--- config.mk ---
export PLATFORM = sky130hd
export DESIGN_NAME = reg_wb_arbiter
export DESIGN_NICKNAME = d
export VERILOG_FILES = /design/src/rtl/reg_wb_arbiter_pkg.sv /design/src/rtl/reg_wb_arbiter_fifo.sv /design/src/rtl/reg_wb_arbiter.sv
export SDC_FILE = /design/constraint.sdc
export NUM_CORES = 1
export LEC_CHECK = 0
export CAP_MARGIN = 20
export CORE_MARGIN = 1
export CORE_UTILIZATION = 35
export CTS_CLUSTER_SIZE = 10
export DETAILED_ROUTE_END_ITERATION = 10
export DONT_BUFFER_PORTS = 1
export MAX_ROUTING_LAYER = met4
export SLEW_MARGIN = 25
export SYNTH_ARGS = -nofsm -noshare
export SYNTH_HDL_FRONTEND = slang
export SYNTH_SLANG_ARGS = --single-unit
--- constraint.sdc ---
create_clock -name clk -period 4.19 [get_ports clk]
set_clock_uncertainty 0.2 [all_clocks]
set_input_delay 0.6285 -clock clk [delete_from_list [all_inputs] [get_ports clk]]
set_output_delay 0.6285 -clock clk [all_outputs]
set_load 0.02 [all_outputs]
--- src/rtl/reg_wb_arbiter_pkg.sv ---
// reg_wb_arbiter_pkg: shared widths and grant encodings for the write-back arbiter
package reg_wb_arbiter_pkg;
    localparam int XLEN       = 64;
    localparam int REG_ADDR_W = 5;
    localparam int NUM_REGS   = 32;
    typedef enum logic {GNT_ALU = 1'b0, GNT_LSU = 1'b1} grant_e;
endpackage

--- src/rtl/reg_wb_arbiter_fifo.sv ---
// wb_fifo: small synchronous FIFO buffering load results, extra pointer MSB separates full from empty
module wb_fifo #(
    parameter int DEPTH = 4,
    parameter int WIDTH = 69
) (
    input  logic             clk,
    input  logic             rstn,
    input  logic             push,
    input  logic             pop,
    input  logic [WIDTH-1:0] din,
    output logic             full,
    output logic             empty,
    output logic [WIDTH-1:0] head
);
    localparam int AW = $clog2(DEPTH);
    logic [AW:0]      wp, rp;
    logic [WIDTH-1:0] mem [DEPTH];
    assign empty = wp == rp;
    assign full  = (wp[AW] != rp[AW]) && (wp[AW-1:0] == rp[AW-1:0]);
    assign head  = mem[rp[AW-1:0]];
    // read/write pointers; reset empties the queue
    always_ff @(posedge clk or negedge rstn) begin
        if (!rstn) begin
            wp <= '0;
            rp <= '0;
        end else begin
            if (push) wp <= wp + 1'b1;
            if (pop) rp <= rp + 1'b1;
        end
    end
    // storage needs no reset: entries are only visible between the pointers
    always_ff @(posedge clk) begin
        if (push) mem[wp[AW-1:0]] <= din;
    end
endmodule

--- src/rtl/reg_wb_arbiter.sv ---
// reg_wb_arbiter: merges ALU and load results onto the single regfile write port and tracks pending writes
module reg_wb_arbiter #(
    parameter int XLEN           = reg_wb_arbiter_pkg::XLEN,
    parameter int LSU_FIFO_DEPTH = 4
) (
    input  logic            clk,
    input  logic            rstn,
    input  logic            alu_valid,
    output logic            alu_ready,
    input  logic [4:0]      alu_rd,
    input  logic [XLEN-1:0] alu_data,
    input  logic            lsu_valid,
    output logic            lsu_ready,
    input  logic [4:0]      lsu_rd,
    input  logic [XLEN-1:0] lsu_data,
    input  logic            iss_valid,
    input  logic [4:0]      iss_rd,
    output logic [31:0]     busy,
    output logic            rf_w_en,
    output logic [4:0]      rf_w_reg,
    output logic [XLEN-1:0] rf_w_data
);
    import reg_wb_arbiter_pkg::*;
    localparam int W = REG_ADDR_W + XLEN;
    logic                  fifo_full, fifo_empty, alu_gnt, lsu_gnt;
    logic [W-1:0]          head;
    logic [REG_ADDR_W-1:0] gnt_rd;
    logic [XLEN-1:0]       gnt_data;
    logic [NUM_REGS-1:0]   busy_set, busy_clr;
    grant_e                last_grant;
    // ALU only stalls when the buffered load is owed its turn; never looks at alu_valid
    assign alu_ready = !(!fifo_empty && last_grant == GNT_ALU);
    assign lsu_ready = !fifo_full;
    assign alu_gnt   = alu_valid && alu_ready;
    assign lsu_gnt   = !fifo_empty && !alu_gnt;
    assign gnt_rd    = alu_gnt ? alu_rd : head[W-1:XLEN];
    assign gnt_data  = alu_gnt ? alu_data : head[XLEN-1:0];
    wb_fifo #(.DEPTH(LSU_FIFO_DEPTH), .WIDTH(W)) u_fifo (
        .clk   (clk),
        .rstn  (rstn),
        .push  (lsu_valid && lsu_ready),
        .pop   (lsu_gnt),
        .din   ({lsu_rd, lsu_data}),
        .full  (fifo_full),
        .empty (fifo_empty),
        .head  (head)
    );
    // scoreboard set/clear masks; x0 is never tracked
    always_comb begin
        busy_set = '0;
        busy_clr = '0;
        if (iss_valid) busy_set[iss_rd] = 1'b1;
        if (rf_w_en) busy_clr[rf_w_reg] = 1'b1;
        busy_set[0] = 1'b0;
    end
    // grant history, registered write port and scoreboard (set beats clear)
    always_ff @(posedge clk or negedge rstn) begin
        if (!rstn) begin
            last_grant <= GNT_LSU;
            rf_w_en    <= 1'b0;
            rf_w_reg   <= '0;
            rf_w_data  <= '0;
            busy       <= '0;
        end else begin
            if (alu_gnt || lsu_gnt) begin
                last_grant <= alu_gnt ? GNT_ALU : GNT_LSU;
                rf_w_reg   <= gnt_rd;
                rf_w_data  <= gnt_data;
            end
            rf_w_en <= (alu_gnt || lsu_gnt) && gnt_rd != '0;
            busy    <= (busy & ~busy_clr) | busy_set;
        end
    end
endmodule

==> metrics.md <==
| Metric | Value |
|---|---|
| Via Count | 7546 |
| WL met1 | 13.9 mm |
| Uppermost routed layer | met4 |
| CTS buffer count | 46 |
| HP Class | input pin to flip-flop |
| Hold Vio Cnt, Final | 0 |
| P&R area growth vs syn | 18.3% |
| Post-CTS Setup Inserts | 0 |
| Cells along the critical path | xnor2_1 > nand3_1 > nand2b_1 |
| Area leader, netlist | edfxtp_1 |
| Status | complete, no violations |
| ANT nets after route | 0 |
| Pin count of the biggest net entering global routing | 110 |
| Post-route cell area | 0.0177 sq mm |
| Tcrit/Tclk final | 66.4% |
| Synthesized Nets | 986 |
| Largest cells by area after synthesis | edfxtp_1 (56%), dfrtp_1 (18%), mux4_2 (10%), mux2i_1 (4.6%), o21ai_0 (4.0%) |
| CTS tree | done |
| Peak Freq | 360 MHz |
| Routed met2 length | 15.9 mm |
| Ys async rst share | 28.3% |
| Cts hold-fix bufs | 71 |
| Die ar. | 0.0435 sq mm |
| Cell family with most CP delay | simple AND/OR/NAND/NOR gates |
| Worst Path Arrival | 1.95 ns |
| Initial Utilization | 35.5% |
| Post-route insts no fill | 1497 |
| Slew Viols, Final | 0 |
| Starting DRC count in detailed routing | 587 |
| Routed WL per cell | 22.0 microns |
| Clock-pin slew on the worst setup and hold paths | 0.06 ns |
| Crit-path max FO | 5 |
| Placed Area | 0.0155 sq mm |
| Slew headroom | 47.8% |
| Critical Path RT | 3.36 ns |
| DR WL met3 | 2.44 mm |
| Leak | 6.17 nW |
| First-pass GRT wire length | 50.1 mm |
| Final net count | 1072 |
| Clock Tree Root | clkbuf_16 |
| DP Cell Count | 1339 |
| Synth cell types | 33 |
| Final setup vio count | 0 |
| GR Overflow Total | 0 |
| GRT Overall Usage | 15.8% |
| H-tree levels | 2 |
| Post-DP HPWL | 20.2 mm |
| Sequential share of the synthesized area | 73.8% |
| YS warnings | 0 |
| Vias in the first global route | 7888 |
| Final min period | 2.78 ns |
| Slowest CP cell | xnor2_1 |
| RSZ-0062 raised after global routing | no |
| Post-route setup TNS | 0 ns |
| Power Density | 783 mW/mm^2 |
| Mean Syn Cell Area | 17.9 sq um |
| Critical path class | flip-flop to output pin |
| CTS Buffer Depth | 3 |
| I/O pin count | 252 |
| Slew @ Worst Pin | 0.784 ns |
| Rows | 75 |
| Die width | 208 microns |
| Tightest hold margin | 0.0579 ns |
| Max VDD drop | 0.440 mV |
| Startpoint types | flip-flop |
| Crit path largest cell delay | 0.47 ns |
| Layout cells sized above 1 | 16.3% |
| Post-Synthesis Cells | 833 |
| DRT Pass-1 Iters | 4 |
| Post_cts resized | 0 |
| WL final | 32.9 mm |
| # clock sinks | 385 |
| Top cell type's share of synthesized area | 55.5% |
| Yosys reg bits | 385 |
| R2R setup slack | 1.45 ns |
| DRC | 0 |
| Antenna violations before repair | 5 |
| Die Span Y | 208 microns |
| WP buf/inv | 0 |
| Number of synthesized flops with an enable pin | 276 |
| GP Congestion | 0.767 |
| Mapped Area | 0.0149 sq mm |
| Top FF cell, synth | edfxtp_1 |
| Nature of the critical path endpoint | output pin |
| Max reg flops | 276 |
| I/O Buffers | 0 |
| Clk Latency, worst-skew pair | 0.56 ns |
| Max Cap Violations | 0 |
| Core Area | 0.0420 sq mm |
| Vias/cell | 5.04 |
[cell usage in the layout (no fill, tap or decap), types with 25 or more instances in the layout]
cell	n
dlygate4sd3_1	70
mux4_2	69
clkbuf_16	47
nand2_1	71
clkbuf_1	25
dfrtp_1	106
edfxtp_1	276
o21ai_0	119
mux2i_1	69
[cell type report]
type                    instances  area (sq um)
clock buffers                  76          1330
well taps                     539           674
fillers                      3741         24400
flip-flops and latches        385         11000
repair buffers                 81           870
inverters                       3          11.3
diodes                          5          12.5
clock inverters                 6          73.8
multi-input cells             402          3670
[metal layers]
layer	vias up	GRT usage [%]
met4	0	5.24
met1	3832	19.8
li1	3420	-
met5	-	-
met3	45	4.65
met2	249	24.7
[power breakdown]
group	switching [mW]	total, mW	internal [mW]	leakage (nW)
clock network	1.48	3.69	2.21	0.678
registers	1.23	6.57	5.34	3.81
logic	2.02	3.57	1.55	1.69
total	4.72	13.8	9.10	6.17
[kinds of logic after synthesis]
kind of cell / after synthesis / share of synthesized area, %
adder cells (fa/ha/maj): 5 / 0.419
AO/OA/AOI/OAI: 137 / 4.73
flip-flops: 385 / 73.8
buffers and inverters: 46 / 1.75
XOR/XNOR: 8 / 0.570
AND/OR/NAND/NOR: 112 / 3.50
multiplexers: 140 / 15.2
[per-stage QoR]
stage	power [mW]	setup slack (ns)	util [%]
2_1_floorplan	9.18	0.771	-
3_3_place_gp	10.1	1.50	36.9
3_5_place_dp	10.2	1.45	36.9
4_1_cts	14.1	1.38	42.0
5_1_grt	14.6	1.27	42.0
6_report	13.8	1.41	42.0
[cells in the mapped netlist, types with 6 or more instances]
master and count:
o21ai_1 10, clkbuf_1 15, nand3b_1 10, buf_4 10
buf_2 14, nor2_1 10, nand2_1 71, mux4_2 69
mux2i_1 69, nand3_1 6, dfrtp_1 108, edfxtp_1 276
o21ai_0 119
[final timing paths]
kind | start | end | cells past startpoint
setup / recovery | u_fifo.wp[2] | alu_ready | 3
hold / removal | alu_rd[3] | rf_w_reg[3] | 2
setup reg to reg | u_fifo.rp[1] | u_fifo.mem[3][27] | 4
hold reg to reg | last_grant | last_grant | 2
min in group asynchronous | rstn | busy[2] | 2
max in group asynchronous | rstn | u_fifo.rp[0] | 2
No activity file was read; power rests on OpenSTA's default activity.
